`src/rtl/instr_fetch.sv`:
```
// Instruction fetch stage: prefetches sequential words over a req/ack memory
// handshake into a small FIFO and presents the head entry to the core as RI.
module instr_fetch #(
    parameter int unsigned       DEPTH    = 2,
    parameter int unsigned       ADDR_W   = 16,
    parameter int unsigned       DATA_W   = 16,
    parameter logic [ADDR_W-1:0] RESET_PC = '0
) (
    input  logic              clk,
    input  logic              rst,
    input  logic              cp_load,
    input  logic [ADDR_W-1:0] cp_in,
    input  logic              ri_ready,
    output logic [DATA_W-1:0] RI,
    output logic [ADDR_W-1:0] ri_pc,
    output logic              ri_valid,
    output logic              mem_req,
    output logic [ADDR_W-1:0] mem_addr,
    input  logic              mem_ack,
    input  logic [DATA_W-1:0] mem_rdata
);
    localparam int unsigned      PTR_W = $clog2(DEPTH);
    localparam int unsigned      CNT_W = $clog2(DEPTH + 1);
    localparam logic [CNT_W-1:0] FULL  = CNT_W'(DEPTH);

    typedef enum logic [1:0] {IDLE, REQ, DISCARD} state_t;
    state_t state, state_d;

    logic [DATA_W-1:0] fifo_instr [DEPTH];
    logic [ADDR_W-1:0] fifo_pc    [DEPTH];
    logic [PTR_W-1:0]  head, tail;
    logic [CNT_W-1:0]  count, count_d;
    logic [ADDR_W-1:0] nxt_pc, nxt_pc_d, mem_addr_d, addr_inc;
    logic              mem_req_d, push, pop;

    assign ri_valid = (count != '0);
    assign RI       = ri_valid ? fifo_instr[head] : '0;
    assign ri_pc    = ri_valid ? fifo_pc[head] : '0;
    assign addr_inc = mem_addr + ADDR_W'(1);

    always_comb begin
        state_d    = state;
        mem_req_d  = mem_req;
        mem_addr_d = mem_addr;
        push       = (state == REQ) && mem_ack && !cp_load;
        pop        = ri_valid && ri_ready && !cp_load;
        count_d    = cp_load ? '0 : count + CNT_W'(push) - CNT_W'(pop);
        nxt_pc_d   = cp_load ? cp_in : nxt_pc;
        unique case (state)
            IDLE: begin
                if (count_d < FULL) begin
                    state_d    = REQ;
                    mem_req_d  = 1'b1;
                    mem_addr_d = nxt_pc_d;
                end
            end
            REQ: begin
                // nxt_pc_d is the sequential successor, or the redirect target
                // when cp_load drops the acked word (count_d is then zero).
                if (mem_ack) begin
                    if (!cp_load) nxt_pc_d = addr_inc;
                    if (count_d < FULL) begin
                        mem_addr_d = nxt_pc_d;
                    end else begin
                        state_d   = IDLE;
                        mem_req_d = 1'b0;
                    end
                end else if (cp_load) begin
                    state_d = DISCARD;
                end
            end
            DISCARD: begin
                if (mem_ack) begin
                    state_d    = REQ;
                    mem_addr_d = nxt_pc_d;
                end
            end
            default: state_d = IDLE;
        endcase
    end

    always_ff @(posedge clk) begin
        if (!rst) begin
            state    <= IDLE;
            mem_req  <= 1'b0;
            mem_addr <= '0;
            nxt_pc   <= RESET_PC;
        end else begin
            state    <= state_d;
            mem_req  <= mem_req_d;
            mem_addr <= mem_addr_d;
            nxt_pc   <= nxt_pc_d;
        end
    end

    always_ff @(posedge clk) begin
        if (!rst) begin
            head  <= '0;
            tail  <= '0;
            count <= '0;
        end else begin
            count <= count_d;
            if (cp_load) begin
                tail <= head;
            end else begin
                if (push) tail <= tail + PTR_W'(1);
                if (pop)  head <= head + PTR_W'(1);
            end
        end
    end

    always_ff @(posedge clk) begin
        if (rst && push) begin
            fifo_instr[tail] <= mem_rdata;
            fifo_pc[tail]    <= mem_addr;
        end
    end

endmodule

```
`config.mk`:
```
export PLATFORM = sky130hd
export DESIGN_NAME = instr_fetch
export DESIGN_NICKNAME = d
export VERILOG_FILES = /design/src/rtl/instr_fetch.sv
export SDC_FILE = /design/constraint.sdc
export NUM_CORES = 1
export LEC_CHECK = 0
export BUFFER_PORTS_ARGS = -buffer_cell sky130_fd_sc_hd__buf_2
export CAP_MARGIN = 10
export CORE_AREA = 2 2 106 108
export DETAILED_ROUTE_END_ITERATION = 10
export DIE_AREA = 0 0 108 110
export GPL_ROUTABILITY_DRIVEN = 0
export PLACE_DENSITY = 0.63
export SLEW_MARGIN = 10
export SYNTH_ARGS = -nofsm -noshare
export SYNTH_HDL_FRONTEND = slang
export SYNTH_SLANG_ARGS = --single-unit
```
`constraint.sdc`:
```
create_clock -name clk -period 4.57 [get_ports clk]
set_input_delay 0 -clock clk [delete_from_list [all_inputs] [get_ports clk]]
set_output_delay 0 -clock clk [all_outputs]
set_load 0.005 [all_outputs]
```
[Word-level counts from Yosys, hierarchy flattened]
Memory sizes are Yosys's and may differ from the RTL's. A register that Yosys moved wholly into a read port is not among the register bits.
Cells that the tools add are included.
Word-level totals
  bits in registers: 39
  bits in writable memories: 64
  input port bits: 37
  output and inout port bits: 50
  logic and storage cells: 70
  memories kept: 2
Cells by class
  add/subtract/negate cells: 5
  order comparisons: 1
  eq/ne operators: 9
  mux-type cells: 30
  bitwise logic cells: 1
  reductions and logical operators: 15
Memories
  fifo_instr: words 2, width 16, rd ports 1, clocked after Yosys merged registers in 1, wr ports 1, RTL line 29  | logic [DATA_W-1:0] fifo_instr [DEPTH];
  fifo_pc: words 2, width 16, rd ports 1, clocked after Yosys merged registers in 1, wr ports 1, RTL line 30  | logic [ADDR_W-1:0] fifo_pc [DEPTH];
Operators by type and width (number)
  2-to-1 mux 16 bit: 10
  one-hot mux 16 bit (3 select lines): 1
  adder 16 x 1 -> 16 bit, second input constant: 1
  2-to-1 mux 2 bit: 6
  2-to-1 mux 1 bit: 11
  inequality test 2 bit, second input constant: 4
  AND reduction 4 bit: 2
  inequality test 3 bit, second input constant: 2
  one-hot mux 2 bit (3 select lines): 1
  nonzero test 2 bit: 3
  logical AND 1 bit: 5
  AND reduction 5 bit: 1
  nonzero test 3 bit: 1
  adder 1 bit, second input constant: 2
  adder 2 x 1 -> 2 bit: 1
  == test 2 x 1 -> 1 bit, second input constant: 1
  == test 2 bit, second input constant: 1
  logical NOT 2 bit: 1
  less-than comparator 2 bit, second input constant: 1
  inequality test 2 x 1 -> 1 bit, second input constant: 1
  one-hot mux 1 bit (2 select lines): 1
  AND reduction 2 bit: 1
  subtractor 2 x 1 -> 2 bit: 1
  logical NOT 1 bit: 1
  inverter 1 bit: 1

[Longest topological paths before layout]
  depth after elaboration: 10
  gate-level depth with buffers: 12
  depth with buffers taken out: 9

[Least setup slack after synthesis]
Ideal clock, no wire load.
  kind: register -> register
  start point: register state[0]
  end point: memory fifo_instr[0][0], enable pin
  library setup time: 0.461 ns
  data arrival time: 3.300 ns
  data required time: 4.109 ns
  slack: 0.808 ns
  cell stages (with the launch flop): 5
  buffers on the path: 2
  period minus slack after synthesis: 3.762 ns
  cell sequence: dfxtp_1 -> buf_2 -> nand3b_1 -> buf_2 -> nor3_1
On the way
  word-level cells in the longest chain between the ends: 6
RTL lines
  start, declared: RTL line 27  | state_t state, state_d;
  start signal, assigned: RTL line 89  | state <= state_d;
  == test 2 x 1 -> 1 bit: RTL line 45  | push = (state == REQ) && mem_ack && !cp_load;
  logical AND 1 bit (2 in series): RTL line 45
  logical AND 1 bit: RTL line 113  | if (rst && push) begin
  2-to-1 mux 1 bit: RTL line 113
  2-to-1 mux 1 bit (not written as such): RTL line 114  | fifo_instr[tail] <= mem_rdata;
  end, declared: RTL line 29
No other way between the ends.

[Worst setup path after layout]
  start point: register state[0]
  end point: register mem_addr[12]
On the way
  word-level cells in the longest chain between the ends: 9
  elaborated cells on any way between the ends: 16
  classes of those cells: add/sub: 2; order compare: 1; eq/ne: 6; mux: 2; reduce/logical: 5
RTL lines
  == test 2 x 1 -> 1 bit: RTL line 45, 49
  logical AND 1 bit (2 in series): RTL line 45
  adder 2 x 1 -> 2 bit: RTL line 47  | count_d = cp_load ? '0 : count + CNT_W'(push) - CNT_W'(pop);
  subtractor 2 x 1 -> 2 bit: RTL line 47
  2-to-1 mux 2 bit: RTL line 47
  less-than comparator 2 bit: RTL line 51, 62
  inequality test 2 x 1 -> 1 bit (no source line) or inequality test 2 bit (tied branches)
  AND reduction 5 bit (no source line)
  end signal, assigned: RTL line 91  | mem_addr <= mem_addr_d;
  end, declared: RTL line 18  | output logic [ADDR_W-1:0] mem_addr,
Parallel ways exist; a longest one is shown, timed or not.
A chain may end at the register's enable or synchronous reset.

==> impl_metrics.ini <==
[run_status]
status = complete, no violations

[power_and_ir_drop]
peakVddDrop_uv = 136.1
cellPowerDensity_nw_per_um2 = 306.4
p_leak_nw = 2.156
fin_total_pwr_mw = 1.780

[synthesis]
ys_async_sr_fraction_pct = 0
ys.warnings.count = 0
syn-cell-area_um2 = 4837
synth_edf_count = 64
ys_types = 57
syn_inst = 440
synthFlopType = edfxtp_1
ys_seq_area_share_pct = 56.29
postSynthAreaPerCell_um2 = 10.99
syn_nets = 480
synth-seq-cells = 104

[sta]
timing.fmax_mhz = 307.6
worst_pin_slew_ps = 1003
final_hold_viol_count = 0
setup_tns_ps = 0
grt_setup_unrepaired = no
setup_viol = 0
finClkSkew_ps = 11.92
whs_ps = 24.79
post-route-period-util_pct = 71.14
min_period_ps = 3251
max_slew_margin_pct = 33.13
final_max_slew_viol_count = 0

[global_routing]
grt_pass1_wl_mm = 18.75
grt_pass1_vias = 3707
antenna_found_initial = 0
overflow = 0
track_usage_pct = 20.68
grt_max_degree = 43

[setup_path]
endpoint_kind = flop
cp-start-kind = flop
cp_max_fo = 18
cp_slowest_cell = a221oi_4
crit_family = compound AO/OA/AOI/OAI gates
crit_type = flop to flop
slowest_delay_ps = 710
path_cells = and3b_1, buf_4, nand2_1, ha_1, inv_1, ha_1, xor3_1, a221oi_4, nand2_1, o22ai_1
cp_num_buf_inv = 2
worstPathRequired_ps = 4860
crit_arrival_ps = 3540

[cells_and_area]
post-route-util_pct = 54.30
final_common_cell = buf_2
drive_gt1_share_pct = 21.10
nNetsFinal = 580
syn_to_final_growth_pct = 20.10
final_cell_mix = 86 x buf_2, 64 x edfxtp_1, 47 x nor2_1
fillCellCount = 992
n_antenna_cell = 0

[cts]
clock_path_buffers = 2
path_clk_slew_ps = 90
cts_tree = yes
h-tree-depth = 3
cts_buffers = 9
post_cts_buffers = 0
ctsResizeCount = 0
root_buffer = clkbuf_8
cts_hold_buf = 29
cts.sinks = 104
clock_latency_ps = 370

[die]
start_util_pct = 45.22
core_um2 = 10700
rows = 38
fp.dieArea_um2 = 11880
die_h_um = 110
dieWidth_um = 108
ios = 87

[route]
first_pass_iters = 5
drc_errors = 0
via_per_inst = 5.623
wl_met3_um = 545
wire_per_inst_um = 17.50
top_layer_used = met4
wl_met2_mm = 5.822
wl_met1_mm = 5.384
vias = 3852
antenna_left = 0
drtIter0Drc = 271
routed_wl_mm = 11.99

[placement]
io_buffers = 86
hpwlAfterDp_mm = 7.911

[hold_path]
min_path_type = input pin to flop

[job]
maxCapViolations = 0
[cells in the mapped netlist, drive strengths merged, types with 8 or more instances]
cell	instances	area, µm²
nand2	32	120.1
nand3	10	50.05
buf	11	56.30
edfxtp	64	1922
mux2i	35	350.3
o21ai	20	100.1
inv	8	30.03
a31oi	14	87.58
clkbuf	22	85.08
a21oi	15	75.07
nor3	11	55.05
dfxtp	40	800.8
nor2	48	180.2
[where the power goes]
part | switching, mW | internal, mW
logic | 0.116 | 0.0987
registers | 0.0496 | 1.03
clock network | 0.291 | 0.193
[tightest hold or removal path, stage by stage]
cell	delay (ps)
buf_2	90
nand2b_1	150
nand2_1	70
a31oi_1	40
[flip-flops by register name, summed over array words and instances (netlist names), named ones only]
signal,cells
fifo_instr,32
fifo_pc,32
mem_addr,16
nxt_pc,16
count,2
state,2
head,1
mem_req,1
tail,1
[path summary, 6_finish.rpt]
| check | start | endpoint | slack, ps | cells after the start |
|---|---|---|---|---|
| worst min-delay path | cp_in[1] | nxt_pc[1] | 20 | 4 |
| worst max register to register | state[0] | mem_addr[12] | 1320 | 10 |
| worst max-delay path | state[0] | mem_addr[12] | 1320 | 10 |
| worst min register to register | nxt_pc[1] | nxt_pc[1] | 490 | 2 |
[per-layer routing]
metal	vias up	global-route usage, %
met5	-	0
met4	0	9.799
met3	16	2.998
met2	119	34.10
met1	1869	27.03
li1	1848	-
[cells by family after synthesis]
kind of cell | Yosys count | synth area share, %
XOR/XNOR | 10 | 2.406
AO/OA/AOI/OAI | 99 | 14.25
multiplexers | 36 | 7.475
flip-flops | 104 | 56.29
buffers and inverters | 42 | 3.621
AND/OR/NAND/NOR | 146 | 15.18
adder cells (fa/ha/maj) | 3 | 0.7761
[stage by stage]
stage | area, µm² | cells | setup slack [ps]
final | 5809 | 685 | 1319
after global routing | 5809 | 685 | 1069
after CTS | 5809 | 685 | 1359
after detailed placement | 5363 | 640 | 1399
after global placement | 5363 | 640 | 1503
after floorplan | 4837 | 440 | 808.3
[area by class of cell]
class	count	area, µm²	share of cell area (%)
repair buffers	122	773.2	13.31
clock buffers	11	131.4	2.261
well taps	140	175.2	3.015
flip-flops and latches	104	2724	46.89
multi-input cells	294	1947	33.51
clock inverters	5	25.02	0.4308
inverters	9	33.78	0.5815
No activity file was read; power rests on OpenSTA's default activity.
